## config.mk

```make
export PLATFORM = sky130hd
export DESIGN_NAME = mem_io_bridge
export DESIGN_NICKNAME = d
export VERILOG_FILES = /design/src/rtl/mem_io_bridge.sv
export SDC_FILE = /design/constraint.sdc
export NUM_CORES = 1
export LEC_CHECK = 0
export CAP_MARGIN = 20
export CORE_MARGIN = 2
export CORE_UTILIZATION = 43
export CTS_CLUSTER_SIZE = 24
export DETAILED_ROUTE_END_ITERATION = 12
export GPL_ROUTABILITY_DRIVEN = 0
export HOLD_SLACK_MARGIN = 0.1
export PLACE_DENSITY = 0.78
export SLEW_MARGIN = 20
export SYNTH_ARGS = -nofsm -noshare
export SYNTH_HDL_FRONTEND = slang
export SYNTH_SLANG_ARGS = --single-unit
```

## constraint.sdc

```tcl
create_clock -name clk -period 3 [get_ports clk]
set_input_delay 0.6 -clock clk [delete_from_list [all_inputs] [get_ports clk]]
set_output_delay 0.6 -clock clk [all_outputs]
set_load 0.1 [all_outputs]
```

## src/rtl/mem_io_bridge.sv

```systemverilog
// Data-side bridge for the MIPS core: external RAM passthrough plus an MMIO page with GPIO,
// synchronized switches, a free-running timer and a FIFO-buffered UART transmitter.
module mem_io_bridge #(
   parameter int unsigned BAUD_DIV   = 868,
   parameter int unsigned FIFO_DEPTH = 4
) (
   input  logic        clk,
   input  logic        rst,
   input  logic        mem_ren,
   input  logic        mem_wen,
   input  logic [31:0] mem_addr,
   input  logic [31:0] mem_dout,
   output logic [31:0] mem_din,
   output logic        ram_wen,
   output logic [31:0] ram_addr,
   output logic [31:0] ram_din,
   input  logic [31:0] ram_dout,
   input  logic [15:0] sw_in,
   output logic [15:0] gpio_out,
   output logic        uart_tx
);

   localparam int unsigned PtrW  = (FIFO_DEPTH > 1) ? $clog2(FIFO_DEPTH) : 1;
   localparam int unsigned BaudW = $clog2(BAUD_DIV + 1);
   localparam logic [BaudW-1:0] BaudLast = BaudW'(BAUD_DIV - 1);
   localparam logic [PtrW-1:0]  PtrLast  = PtrW'(FIFO_DEPTH - 1);
   localparam logic [2:0]       CntFull  = 3'(FIFO_DEPTH);

   typedef enum logic [1:0] {StIdle, StStart, StData, StStop} state_e;

   logic             ram_hit, mmio_hit;
   logic [5:0]       reg_off;
   logic             wr_gpio, wr_timer, wr_uart, wr_stat;
   logic             push_ok, pop, drop, busy, full;
   logic [15:0]      gpio_q, gpio_d;
   logic [15:0]      sw_meta_q, sw_sync_q;
   logic [31:0]      timer_q, timer_d;
   logic [7:0]       fifo_mem [FIFO_DEPTH];
   logic [PtrW-1:0]  wr_ptr_q, wr_ptr_d, rd_ptr_q, rd_ptr_d;
   logic [2:0]       count_q, count_d;
   logic             ovf_q, ovf_d;
   state_e           state_q, state_d;
   logic [7:0]       shift_q, shift_d;
   logic [2:0]       bit_cnt_q, bit_cnt_d;
   logic [BaudW-1:0] baud_q, baud_d;
   logic             tx_q, tx_d;
   logic             unused_ok;

   // Reads have no side effects, so the read strobe and byte offset are not needed.
   assign unused_ok = ^{mem_ren, mem_addr[1:0]};

   assign ram_hit  = (mem_addr[31:16] == 16'h0000);
   assign mmio_hit = (mem_addr[31:8] == 24'hFFFF00);
   assign reg_off  = mem_addr[7:2];
   assign wr_gpio  = mem_wen & mmio_hit & (reg_off == 6'd0);
   assign wr_timer = mem_wen & mmio_hit & (reg_off == 6'd2);
   assign wr_uart  = mem_wen & mmio_hit & (reg_off == 6'd3);
   assign wr_stat  = mem_wen & mmio_hit & (reg_off == 6'd4);

   assign ram_wen  = mem_wen & ram_hit;
   assign ram_addr = mem_addr;
   assign ram_din  = mem_dout;
   assign gpio_out = gpio_q;
   assign uart_tx  = tx_q;

   assign busy = (state_q != StIdle) | (count_q != 3'd0);
   assign full = (count_q == CntFull);

   function automatic logic [PtrW-1:0] ptr_inc(input logic [PtrW-1:0] p);
      return (p == PtrLast) ? '0 : p + 1'b1;
   endfunction

   always_comb begin
      mem_din = '0;
      if (ram_hit) begin
         mem_din = ram_dout;
      end else if (mmio_hit) begin
         case (reg_off)
            6'd0:    mem_din = {16'h0000, gpio_q};
            6'd1:    mem_din = {16'h0000, sw_sync_q};
            6'd2:    mem_din = timer_q;
            6'd4:    mem_din = {26'd0, count_q, ovf_q, full, busy};
            default: mem_din = '0;
         endcase
      end
   end

   // UART transmit FSM; a frame ending with data queued pops straight into the next START.
   always_comb begin
      state_d   = state_q;
      shift_d   = shift_q;
      bit_cnt_d = bit_cnt_q;
      baud_d    = (baud_q == '0) ? BaudLast : baud_q - 1'b1;
      pop       = 1'b0;
      unique case (state_q)
         StIdle: begin
            baud_d = BaudLast;
            if (count_q != 3'd0) begin
               pop     = 1'b1;
               shift_d = fifo_mem[rd_ptr_q];
               state_d = StStart;
            end
         end
         StStart: begin
            if (baud_q == '0) begin
               state_d   = StData;
               bit_cnt_d = 3'd0;
            end
         end
         StData: begin
            if (baud_q == '0) begin
               if (bit_cnt_q == 3'd7) begin
                  state_d = StStop;
               end else begin
                  bit_cnt_d = bit_cnt_q + 3'd1;
                  shift_d   = {1'b0, shift_q[7:1]};
               end
            end
         end
         StStop: begin
            if (baud_q == '0) begin
               if (count_q != 3'd0) begin
                  pop     = 1'b1;
                  shift_d = fifo_mem[rd_ptr_q];
                  state_d = StStart;
               end else begin
                  state_d = StIdle;
               end
            end
         end
         default: state_d = StIdle;
      endcase

      case (state_d)
         StStart: tx_d = 1'b0;
         StData:  tx_d = shift_d[0];
         default: tx_d = 1'b1;
      endcase
   end

   always_comb begin
      gpio_d   = wr_gpio ? mem_dout[15:0] : gpio_q;
      timer_d  = wr_timer ? mem_dout : timer_q + 32'd1;
      push_ok  = wr_uart & ((count_q != CntFull) | pop);
      drop     = wr_uart & ~push_ok;
      wr_ptr_d = push_ok ? ptr_inc(wr_ptr_q) : wr_ptr_q;
      rd_ptr_d = pop ? ptr_inc(rd_ptr_q) : rd_ptr_q;
      case ({push_ok, pop})
         2'b10:   count_d = count_q + 3'd1;
         2'b01:   count_d = count_q - 3'd1;
         default: count_d = count_q;
      endcase
      ovf_d = wr_stat ? 1'b0 : (drop | ovf_q);
   end

   always_ff @(posedge clk) begin
      if (push_ok) fifo_mem[wr_ptr_q] <= mem_dout[7:0];
   end

   always_ff @(posedge clk) begin
      if (rst) begin
         gpio_q    <= '0;
         sw_meta_q <= '0;
         sw_sync_q <= '0;
         timer_q   <= '0;
         wr_ptr_q  <= '0;
         rd_ptr_q  <= '0;
         count_q   <= '0;
         ovf_q     <= 1'b0;
         state_q   <= StIdle;
         shift_q   <= '0;
         bit_cnt_q <= '0;
         baud_q    <= BaudLast;
         tx_q      <= 1'b1;
      end else begin
         gpio_q    <= gpio_d;
         sw_meta_q <= sw_in;
         sw_sync_q <= sw_meta_q;
         timer_q   <= timer_d;
         wr_ptr_q  <= wr_ptr_d;
         rd_ptr_q  <= rd_ptr_d;
         count_q   <= count_d;
         ovf_q     <= ovf_d;
         state_q   <= state_d;
         shift_q   <= shift_d;
         bit_cnt_q <= bit_cnt_d;
         baud_q    <= baud_d;
         tx_q      <= tx_d;
      end
   end

endmodule

```

**Yosys cells after proc, flatten, opt, wreduce, memory -nomap -nowiden**

Memories as Yosys holds them, arrays and structs flattened. A register that Yosys moved wholly into a read port is not among the register bits.
Index checks and enable logic that the tools add are counted.

- Add/subtract/negate cells: 7
- Equal/unequal tests: 21
- Mux-type cells: 31
- Bitwise logic cells: 12
- Reduce and logical (&&, ||, !) cells: 13

Operator list:

| cell | number |
|---|---|
| 32-bit case mux with 4 select lines | 1 |
| 32-bit 2-to-1 mux | 3 |
| 32-bit by 1-bit adder with 32-bit output, second input constant | 1 |
| 8-bit 2-to-1 mux | 4 |
| 24-bit equality test, second input constant | 1 |
| 8-bit case mux with 3 select lines | 1 |
| 2-bit 2-to-1 mux | 9 |
| 16-bit zero test | 1 |
| 2-bit equality test, second input constant | 6 |
| 6-bit by 2-bit equality test with 1-bit output, second input constant | 2 |
| 3-bit case mux with 2 select lines | 2 |
| 10-bit zero test | 1 |
| 10-bit by 1-bit subtractor with 10-bit output, second input constant | 1 |
| 3-bit 2-to-1 mux | 3 |
| 1-bit AND | 8 |
| 2-bit != test, second input constant | 4 |
| 2-bit case mux with 4 select lines | 1 |
| 4-bit AND reduction | 2 |
| 3-bit by 1-bit adder with 3-bit output, second input constant | 2 |
| 2-bit by 1-bit equality test with 1-bit output, second input constant | 3 |
| 3-bit equality test, second input constant | 2 |
| 6-bit by 1-bit equality test with 1-bit output, second input constant | 1 |
| 6-bit by 3-bit equality test with 1-bit output, second input constant | 1 |
| 6-bit zero test | 1 |
| other kinds (12) | 23 |

- Register bits: 112
- RAM bits: 32
- Bits of input ports: 116
- Output and inout bits: 114
- Logic and storage cells: 99
- Memories: 1

Memories:

| name | words | bits a word | read ports | clocked after memory_dff | write ports | RTL line | source |
|---|---|---|---|---|---|---|---|
| fifo_mem | 4 | 8 | 1 | 1 | 1 | 38 | `logic [7:0] fifo_mem [FIFO_DEPTH];` |

**Longest topological paths before layout**

Gate-level depths: netlist of run 1.

- Depth after elaboration: 9
- Mapped depth: 12
- Mapped depth without buffers: 11

**Worst setup path after synthesis of run 1**

No wires, ideal clock.

- Kind: input -> output
- Start point: input mem_addr[9]
- End point: output mem_din[0]
- Arrival time: 4.016 ns
- Required time: 2.400 ns
- Slack: -1.616 ns
- Stages: 6
- Path buffers: 1
- Path through: or4_4 nor4_4 and2_1 buf_4 o21ai_0 o21ai_0

- Longest elaborated chain between the ends: 3

RTL lines:

| what | RTL line | source |
|---|---|---|
| from (decl) | 11 | `input logic [31:0] mem_addr,` |
| 24-bit equality test | 53 | `assign mmio_hit = (mem_addr[31:8] == 24'hFFFF00);` |
| 32-bit 2-to-1 mux | 77 | `end else if (mmio_hit) begin` |
| 32-bit 2-to-1 mux | 75 | `if (ram_hit) begin` |
| to (decl) | 13 | `output logic [31:0] mem_din,` |

No other way between the ends.

**Final worst setup path of run 1**

- Start point: input mem_addr[10]
- End point: output mem_din[25]

Same word-level chain as after synthesis.

==> flow_summary.ini, run 1 <==
[detailed_routing]
finalWirelength_mm = 20.5
met3_length_um = 995
dr_total_vias = 6301
dr.first_iter.drc_count = 319
wl_met2_mm = 10.5
top_layer = met4
drc = 0
drt_pass1_iterations = 5
ant_nets = 0
viasPerCell = 5.22
wl_met1_mm = 8.74
wl_per_cell_um = 17.0

[cells_and_area]
area_growth_pct = 50.3
multi_input_area_um2 = 3750
antenna_cells = 0
layout.nets = 1099
seq_area_um2 = 3240
fin_cells = 1206
nFillCells = 1335
drive_gt1_share_pct = 30.5

[timing]
setup_violations = 0
finalMaxSlewViolations = 0
final_hold_viol_count = 0
grt_setup_unrepaired = yes
worst_hold_slack_ps = 419
period_needed_ps = 2990
achievable-frequency_ghz = 0.335
min_period_over_period_pct = 99.5
finalClockSkew_ps = 8.38
tightest_slew_ps = 716
max_slew_margin_pct = 52.3

[global_routing]
grtUsageTotal_pct = 23.2
grt_pass1_vias = 6329
antenna_found_initial = 0
grt_pass1_wl_mm = 32.9
grt_max_degree = 60
overflow = 0

[cts]
cts.sinks = 146
clockBufferDepth = 2
cts-htree-levels = 4
clk_pin_slew_ps = 60
insertion_delay_ps = 420
cts_tree = yes
clock-root-buffer = clkbuf_16
cts_buffers = 17
hold_buffers = 0

[critical_path]
cp-start-kind = primary input
r2r_slack_ps = 290
crit_top_cell = buf_12
crit_chain = buf_6 -> or4_4 -> nor4_4 -> and2_4 -> and3_4 -> buf_12 -> a22o_4 -> buf_12
critPathSlowestCell = or4_4
required_ps = 2400
path_class = primary input to output pin
end_kind = output pin
cp_max_fo = 8
rr_startpoint = baud_q[0]
arrival_ps = 2390
r2r_cells = 10
crit_path_max_incr_delay_ps = 550
cp-startpoint = mem_addr[10]

[logic_synthesis]
async_flop_share_pct = 0
synth_cell_type_count = 63
ys_seq_area_share_pct = 43.7
synth_top_area_share_pct = 30.8
netlist_area_um2 = 7420
ys_top_cells_by_area = dfxtp_1 31%, edfxtp_1 13%, buf_4 6.7%, a22o_1 4.8%, mux2i_1 4.0%
synth_nets = 885
syn_inst = 754
yosysTopAreaCell = dfxtp_1
yosysWarnings = 0
ys.flop_type = dfxtp_1
synth_edf_count = 32
synth_seq_cells = 146
syn_area_per_cell_um2 = 9.84

[power]
p_leak_nw = 4.45
total_power_w = 0.00590
vdd_drop_max_v = 0.000440
power_density_nw_per_um2 = 529

[place]
io_buffers = 224
dp_hpwl_mm = 14.9
dp.cells = 1165

[min_path]
hp-start = baud_q[0]
hold_depth = 1
hold_class = register to register

[floorplan]
dieArea_um2 = 18300
ioPinCount = 230
die_x_um = 135
initial_core_util_pct = 43.5
core_area_um2 = 17100
floorplan.rows = 48
fp.dieH_um = 135

[flow_run]
drv_cap = 0

[run_status]
status = complete, no violations
metal layers:
layer | global-route usage (%) | up-vias
met3 | 6.02 | 20
met1 | 28.6 | 3020
li1 | - | 3083
met5 | 0 | -
met4 | 6.89 | 0
met2 | 39.9 | 178
final timing paths:
path	to
min	baud_q[0]
min reg2reg	baud_q[0]
max reg2reg	count_q[1]
max	mem_din[25]
where the power goes:
part	internal (W)	switching, W	total [W]
registers	0.00213	0.000113	0.00224
clock network	0.00131	0.000824	0.00214
logic	0.000605	0.000921	0.00153
state kept, by name (all words and copies together), names as in the netlist, named ones only:
register and flops:
baud_q 10, gpio_out 16, shift_q 8, state_q 2
fifo_mem 32, bit_cnt_q 3, count_q 3, uart_tx 1
ovf_q 1, rd_ptr_q 2, sw_sync_q 16, wr_ptr_q 2
timer_q 32, sw_meta_q 16
layout by cell type (no fill, tap or decap), types with 24 or more instances in the layout:
master	Yosys	final
buf_12	0	54
dfxtp_1	114	114
nand2_1	48	48
clkdlybuf4s50_1	0	82
mux2i_1	30	30
xnor2_1	24	24
nor2_1	76	76
edfxtp_1	32	32
nor2b_1	34	33
buf_4	66	123
synthesized netlist by cell type (all sizes together) (3+ instances only):
cell type / n
xnor2: 24
or3: 7
a211oi: 27
nor2: 77
nor2b: 34
ha: 14
inv: 16
nor3: 20
nand3: 17
clkbuf: 27
nand2: 48
and2: 9
mux2i: 30
and4: 6
edfxtp: 32
a22o: 41
o21ai: 28
mux4: 8
dfxtp: 114
buf: 75
a21oi: 12
a31oi: 3
nor3b: 4
nor4: 14
and3: 11
a222oi: 5
nand4: 13
xor2: 12
critical path: cells and delay by family:
| family | cells | cell delay, ps |
|---|---|---|
| buffers and inverters | 3 | 400 |
| AND/OR/NAND/NOR | 4 | 1240 |
| AO/OA/AOI/OAI | 1 | 130 |
stage by stage:
stage	setup slack [ps]	instance area [um^2]	TNS (ps)	utilization, %
finish	13.7	11100	0	65.4
global route	-30.7	11100	-198	65.4
CTS	2.86	11100	0	65.3
detailed placement	-453	10400	-12050	60.7
global placement	-453	10400	-11780	60.7
floorplan	-97.3	7660	-967	-
area by class of cell:
type | count | share of cell area (%)
Clock buffer | 20 | 4.29
Timing Repair Buffer | 297 | 28.7
Inverter | 16 | 0.539
Tap cell | 225 | 2.52
Clock inverter | 12 | 1.17
Multi-Input combinational cell | 490 | 33.7
Sequential cell | 146 | 29.1
kinds of logic (layout without fill, tap and decap cells):
family	count (synthesis)	count (layout)	share of synthesized area [%]
AND/OR/NAND/NOR	269	269	19.4
multiplexers	40	40	6.78
adder cells (fa/ha/maj)	15	15	2.63
buffers and inverters	118	345	9.70
XOR/XNOR	36	36	4.25
AO/OA/AOI/OAI	130	130	13.5
flip-flops	146	146	43.7
what timing repair did:
action | 4_1_cts | 5_1_grt
cloned | 3 | 0
endpoints found under the hold margin | 0 | 0
pin swaps | 17 | 9
buffers inserted | 7 | 0
endpoints found under the setup margin | 33 | 24
gates resized for setup | 55 | 17
Power figures use the tool's default switching activity.
==> inputs of run 2 (changes only) <==
- MAX_ROUTING_LAYER: unset -> met4
==> run 2 against run 1 <==
Sequential share of layout area unchanged; total power about the same; final cell count unchanged; utilization unchanged; final area unchanged; non-clock buffer count unchanged; sequential power about the same; fmax about the same; clock-buffer cell count unchanged; critical path depth unchanged; global-route usage increased by 0.68 points; clock skew increased by 7.7 ps; largest power group unchanged.
==> flow_summary.ini, run 2 (synthesis results as in run 1) <==
[power]
total_power_w = 0.00590
p_leak_nw = 4.45
power_density_nw_per_um2 = 530
vdd_drop_max_v = 0.000440

[cells_and_area]
nFillCells = 1335
layout.nets = 1099
final_common_cell = buf_4
top_regs = fifo_mem x32, timer_q x32
final_area_um2 = 11100
final_cell_mix = 123 x buf_4, 114 x dfxtp_1, 82 x clkdlybuf4s50_1, 76 x nor2_1, 54 x buf_12
drive_gt1_share_pct = 30.5
area_growth_pct = 50.3
antenna_cells = 0

[cts]
clock-root-buffer = clkbuf_16
insertion_delay_ps = 430
clk_pin_slew_ps = 60
clockBufferDepth = 2
cts_tree = yes
cts_buffers = 17
cts.sinks = 146
hold_buffers = 0
cts-htree-levels = 4

[detailed_routing]
finalWirelength_mm = 20.6
viasPerCell = 5.23
wl_per_cell_um = 17.1
drc = 0
dr.first_iter.drc_count = 327
dr_total_vias = 6313
ant_nets = 0
drt_pass1_iterations = 4

[place]
dp_hpwl_mm = 14.9
io_buffers = 224
place_area_um2 = 10400

[global_routing]
grt_max_degree = 60
grt_pass1_wl_mm = 32.9
overflow = 0
antenna_found_initial = 0
grt_pass1_vias = 6334
grtUsageTotal_pct = 23.9

[floorplan]
fp.dieH_um = 135
core_area_um2 = 17100
initial_core_util_pct = 43.5
ioPinCount = 230
dieArea_um2 = 18300
floorplan.rows = 48
die_x_um = 135

[critical_path]
crit_top_cell = buf_12
path_delay_family = simple AND/OR/NAND/NOR gates
crit_chain = buf_6 -> or4_4 -> nor4_4 -> and2_4 -> and3_4 -> buf_12 -> a22o_4 -> buf_12
required_ps = 2400
crit_path_max_incr_delay_ps = 550
path_class = primary input to output pin
cp-start-kind = primary input
critPathSlowestCell = or4_4
cp_max_fo = 8
arrival_ps = 2390
r2r_slack_ps = 290
end_kind = output pin
path_buf_inv = 3

[timing]
min_period_over_period_pct = 99.6
achievable-frequency_ghz = 0.335
finalClockSkew_ps = 16.1
tightest_slew_ps = 681
max_slew_margin_pct = 54.6
finalMaxSlewViolations = 0
period_needed_ps = 2990
setup_violations = 0
final_hold_viol_count = 0
grt_setup_unrepaired = yes

[min_path]
hold_class = register to register

[flow_run]
drv_cap = 0

[run_status]
status = complete, no violations
[run 2: worst paths after layout]
check,from,depth (start not counted),end
worst max-delay path,mem_addr[10],8,mem_din[25]
worst min-delay path,baud_q[0],1,baud_q[0]
worst max register to register,baud_q[0],10,count_q[1]
worst min register to register,baud_q[0],1,baud_q[0]
[run 2: report_power, final]
part	total (W)	internal, W	switching, W	leakage (nW)
clock	0.00214	0.00131	0.000824	0.285
sequential	0.00224	0.00213	0.000113	1.22
combinational	0.00153	0.000606	0.000923	2.95
[run 2: timing repair]
item                                    in CTS  in global routing
pin swaps                                   17                  9
endpoints found under the setup margin      33                 24
gates cloned                                 3                  0
setup buffers                                7                  0
gates resized for setup                     55                 17
[run 2: final cells by class]
class                           instances  area (um^2)  area share, %
Sequential cell                       146         3240           29.1
Inverter                               16         60.1          0.539
Clock buffer                           20          478           4.29
Multi-Input combinational cell        490         3750           33.7
Timing Repair Buffer                  297         3200           28.7
Tap cell                              225          282           2.52
Clock inverter                         12          130           1.17
[run 2: worst reg2reg max path, stage by stage, from the launching register on]
cell	delay [ps]
dfxtp_1	330
inv_1	80
ha_1	230
nor3b_1	260
a41oi_1	180
or3_1	370
nor2_1	170
inv_1	70
fa_1	470
a2111oi_1	370
a41o_1	140
[run 2: routing by layer]
metal	GRT usage [%]	wire length, um
met1	29.0	8800
met2	39.9	10500
met3	4.83	903
met4	7.75	360
met5	-	0
[run 2: stage by stage]
stage / utilization [%] / setup WS [ps] / cells / TNS, ps / hold slack, ps
finish: 65.4 / 12.9 / 1206 / 0 / 419
global route: 65.4 / -30.7 / 1206 / -198 / 440
CTS: 65.3 / 2.86 / 1206 / 0 / 419
detailed placement: 60.7 / -453 / 1165 / -12050 / 406
global placement: 60.7 / -453 / 1165 / -11780 / 399
floorplan: - / -97.3 / 754 / -967 / 384
==> variant 1 (config.mk and constraints of run 1) <==
Put a register stage on the output `mem_din`, with the module's reset. The value now appears one clock later. The other outputs are not delayed to match.
--- a/src/rtl/mem_io_bridge.sv
+++ b/src/rtl/mem_io_bridge.sv
@@ -28,6 +28,8 @@
 
    typedef enum logic [1:0] {StIdle, StStart, StData, StStop} state_e;
 
+   logic [31:0] mem_din_d;
+
    logic             ram_hit, mmio_hit;
    logic [5:0]       reg_off;
    logic             wr_gpio, wr_timer, wr_uart, wr_stat;
@@ -71,16 +73,16 @@
    endfunction
 
    always_comb begin
-      mem_din = '0;
+      mem_din_d = '0;
       if (ram_hit) begin
-         mem_din = ram_dout;
+         mem_din_d = ram_dout;
       end else if (mmio_hit) begin
          case (reg_off)
-            6'd0:    mem_din = {16'h0000, gpio_q};
-            6'd1:    mem_din = {16'h0000, sw_sync_q};
-            6'd2:    mem_din = timer_q;
-            6'd4:    mem_din = {26'd0, count_q, ovf_q, full, busy};
-            default: mem_din = '0;
+            6'd0:    mem_din_d = {16'h0000, gpio_q};
+            6'd1:    mem_din_d = {16'h0000, sw_sync_q};
+            6'd2:    mem_din_d = timer_q;
+            6'd4:    mem_din_d = {26'd0, count_q, ovf_q, full, busy};
+            default: mem_din_d = '0;
          endcase
       end
    end
@@ -189,5 +191,13 @@
       end
    end
 
+   always_ff @(posedge clk) begin
+      if (rst) begin
+         mem_din <= '0;
+      end else begin
+         mem_din <= mem_din_d;
+      end
+   end
+
 endmodule
 
Function: changed (a bounded check fails within 4 cycles, from zero or initial values and one cycle with rst high).
==> variant 1 against run 1 <==
  * Sequential power rose by 17%
  * Clock power grew 4%
  * Power up 3.0%
  * Setup slack improved by 0.17 ns
  * Sequential cell count is 32 higher
  * Sequential share of layout area up 7.1 points
  * Non-clock buffer count decreased by 40
  * Register-to-register slack improved by 0.05 ns
  * Cell count up 1.7%
  * Area after synthesis is 8.3% higher
  * Maximum frequency grew 6.1%
  * Routed wire length down 3.4%
  * Design area is 3.7% lower
  * First-iteration DRC count grew 67%
  * Highest routed layer unchanged
==> variant 1: results (changes against run 1) <==
| Metric | Value |
|---|---|
| Post-synth net total | 939 (was 885) |
| Fraction of area in multi-input gates | 32.2% (was 33.7%) |
| FF-to-FF path depth | 11 (was 10) |
| Sink Count | 178 (was 146) |
| Synth area leaders | dfxtp_1, edfxtp_1, buf_4 (unchanged) |
| Nets@finish | 1,111 (was 1,099) |
| Vias/cell | 5.26 (was 5.22) |
| DRT Wirelength | 19,800 µm (was 20,500 µm) |
| FF-to-FF End | count_q[2]$_SDFFE_PP0P_ (was count_q[1]$_SDFFE_PP0P_) |
| Net Switching | 0.00181 W (was 0.00186 W) |
| Fin crit share | 93.8% (was 99.5%) |
| Dpl ws | -0.156 ns (was -0.453 ns) |
| Layout cells sized above 1 | 20.2% (was 30.5%) |
| Crit path to | ram_wen (was mem_din[25]) |
| Post-synthesis cell type count | 54 (was 63) |
| Met3 usage | 4.93% (was 6.02%) |
| Leakage | 4.27 nW (was 4.45 nW) |
| Initial DRC Count | 532 (was 319) |
| Largest fanout on the critical path | 2 (was 8) |
| Post-DP HPWL | 14,400 µm (was 14,900 µm) |
| Gr usage total | 20.1% (was 23.2%) |
| Non-clock buffer count | 257 (was 297) |
| Clock skew | 0.00802 ns (was 0.00838 ns) |
| Metal3 WL | 1340 µm (was 995 µm) |
| # placed instances | 1,195 (was 1,165) |
| Status | completed (unchanged) |
| Buffering overhead | 22.9% (was 28.7%) |
| Met1 Wirelength | 8740 µm (about the same) |
| Fill count | 1,563 (was 1,335) |
| WP data arrival | 2.21 ns (was 2.39 ns) |
| Clock buf/inv share | 5.49% (was 5.45%) |
| Met2 wire length | 9410 µm (was 10,500 µm) |
| Setup crit start | mem_addr[27] (was mem_addr[10]) |
| R2R Setup Slk | 0.34 ns (was 0.29 ns) |
| Fraction of area in registers | 36.2% (was 29.1%) |
| Vias | 6,448 (was 6,301) |
| Routing usage on met2 | 32.7% (was 39.9%) |
| First-pass GRT wire length | 31,700 µm (was 32,900 µm) |
| Register area share after synthesis | 48.3% (was 43.7%) |
variant 1: cell count changes in the layout (fill, tap and decap cells not counted), moves of 20 or more:
cell | before | now
a22oi_1 | 0 | 38
dfxtp_1 | 114 | 146
buf_12 | 54 | 20
nor2_1 | 76 | 110
clkdlybuf4s50_1 | 82 | 111
dlygate4sd2_1 | 20 | 0
variant 1: critical path, stage by stage:
cell             delay (ns)
clkdlybuf4s50_1        0.42
buf_4                  0.14
nor4_1                 0.29
and4_1                 0.31
and2_1                 0.23
buf_12                 0.20
variant 1: kinds of logic after synthesis:
family / count (synthesis) / share of synthesized area, %
and+or+nand+nor: 291 / 18.8
DFF: 178 / 48.3
AOI/OAI and AO/OA: 120 / 10.4
buffers and inverters: 119 / 8.81
muxes: 46 / 7.00
xor gates and xnor gates: 39 / 4.25
adders and majority gates: 15 / 2.43
variant 1: power by group through the flow:
stage               combinational, W  clock, W  sequential (W)
detailed placement           0.00123         0         0.00267
CTS                          0.00123   0.00227         0.00262
floorplan                   0.000863         0         0.00266
finish                       0.00124   0.00223         0.00262
global placement             0.00121         0         0.00267
global route                 0.00134   0.00236         0.00263
variant 1: how the worst min path moves through the flow:
stage | startpoint | to | slack [ns]
after global routing | baud_q[0]$_SDFF_PP1_ | baud_q[0]$_SDFF_PP1_ | 0.43
final | baud_q[0]$_SDFF_PP1_ | baud_q[0]$_SDFF_PP1_ | 0.41
after CTS | baud_q[0]$_SDFF_PP1_ | baud_q[0]$_SDFF_PP1_ | 0.41
after detailed placement | baud_q[0]$_SDFF_PP1_ | baud_q[0]$_SDFF_PP1_ | 0.40
after global placement | baud_q[0]$_SDFF_PP1_ | baud_q[0]$_SDFF_PP1_ | 0.38
after floorplan | baud_q[0]$_SDFF_PP1_ | baud_q[0]$_SDFF_PP1_ | 0.37
==> variant 2 (config.mk and constraints of run 1) <==
Without the edit above. Change the parameter `BAUD_DIV` from 868 to 1736.
--- a/src/rtl/mem_io_bridge.sv
+++ b/src/rtl/mem_io_bridge.sv
@@ -1,7 +1,7 @@
 // Data-side bridge for the MIPS core: external RAM passthrough plus an MMIO page with GPIO,
 // synchronized switches, a free-running timer and a FIFO-buffered UART transmitter.
 module mem_io_bridge #(
-   parameter int unsigned BAUD_DIV   = 868,
+   parameter int unsigned BAUD_DIV   = 1736,
    parameter int unsigned FIFO_DEPTH = 4
 ) (
    input  logic        clk,
Check against the original RTL: same outputs for any inputs over 4 cycles, from zero or initial values and one cycle with rst high; that may be too few to reach the edited logic, so the function may still have changed.
==> variant 2 against run 1 <==
  * Via count up 4.4%
  * Critical path depth down 1
  * Count of clock-buffer cells in the layout unchanged
  * Sequential power down 2%
  * Power down 3.8%
  * Critical path type unchanged
  * Maximum frequency up 0.56%
  * Sequential cell count up 1
  * Register-to-register slack worse by 0.08 ns
  * Setup slack better by 0.017 ns
  * Routed wire length up 5.5%
  * Core utilization down 0.15 points
  * Area after synthesis up 0.78%
  * Global-route usage up 0.32 points
  * Design area up 0.47%
==> variant 2: results (changes against run 1) <==
| Metric | Value |
|---|---|
| Reg power frac | 38.7% (was 37.9%) |
| Leakage | 4.56 nW (was 4.45 nW) |
| Gr usage total | 23.5% (was 23.2%) |
| Synth top cells by count | dfxtp_1, nor2_1, buf_4 (unchanged) |
| Buffering overhead | 28.8% (was 28.7%) |
| Layout cells sized above 1 | 29.4% (was 30.5%) |
| Vias in the first global route | 6,474 (was 6,329) |
| Post-DP HPWL | 15,900 µm (was 14,900 µm) |
| Setup bufs post-CTS | 6 (was 7) |
| Setup crit start | mem_addr[19] (was mem_addr[10]) |
| Post-synth net total | 902 (was 885) |
| #MultiIn Comb | 510 (was 490) |
| Die ar. | 0.0185 mm² (was 0.0183 mm²) |
| Synth Area in Compound Gates | 12.6% (was 13.5%) |
| Initial DRC Count | 548 (was 319) |
| CTS resizes | 45 (was 55) |
| Slew at the pin closest to its max-slew limit | 0.763 ns (was 0.716 ns) |
| FF-to-FF End | count_q[2]$_SDFFE_PP0P_ (was count_q[1]$_SDFFE_PP0P_) |
| Placed instance area | 0.0105 mm² (was 0.0104 mm²) |
| R2R Setup Slk | 0.21 ns (was 0.29 ns) |
| First-pass GRT wire length | 33,200 µm (was 32,900 µm) |
| Non-clock buffer count | 298 (was 297) |
| Mux cell area share after synthesis | 7.26% (was 6.78%) |
| Status | completed (unchanged) |
| Register area share after synthesis | 43.6% (was 43.7%) |
## variant 2: cell count changes after synthesis, sizes merged, moves of 6 or more
cell	before	now
nor2	77	91
a22o	41	29
a21oi	12	20
a211oi	27	34
nor3	20	14
## variant 2: per-layer routing
layer / track usage (%) / routed length (µm)
met1: 28.0 / 8660
met2: 41.4 / 11200
met3: 5.22 / 1270
met4: 8.74 / 560
met5: 0 / 0
## variant 2: through the flow
step | total power (W) | setup slack (ns) | std cells | utilization, %
after CTS | 0.00570 | 0.00552 | 1223 | 64.9
after global routing | 0.00590 | -0.0199 | 1224 | 65.2
final | 0.00568 | 0.0303 | 1224 | 65.2
after detailed placement | 0.00367 | -0.371 | 1184 | 60.9
after floorplan | 0.00323 | -0.0745 | 771 | -
after global placement | 0.00365 | -0.357 | 1184 | 60.9
## variant 2: worst max-delay path: cells and delay by family
family	cells	cell delay [ns]
compound gates	1	0.20
buf+inv	4	0.92
simple gates	2	0.63
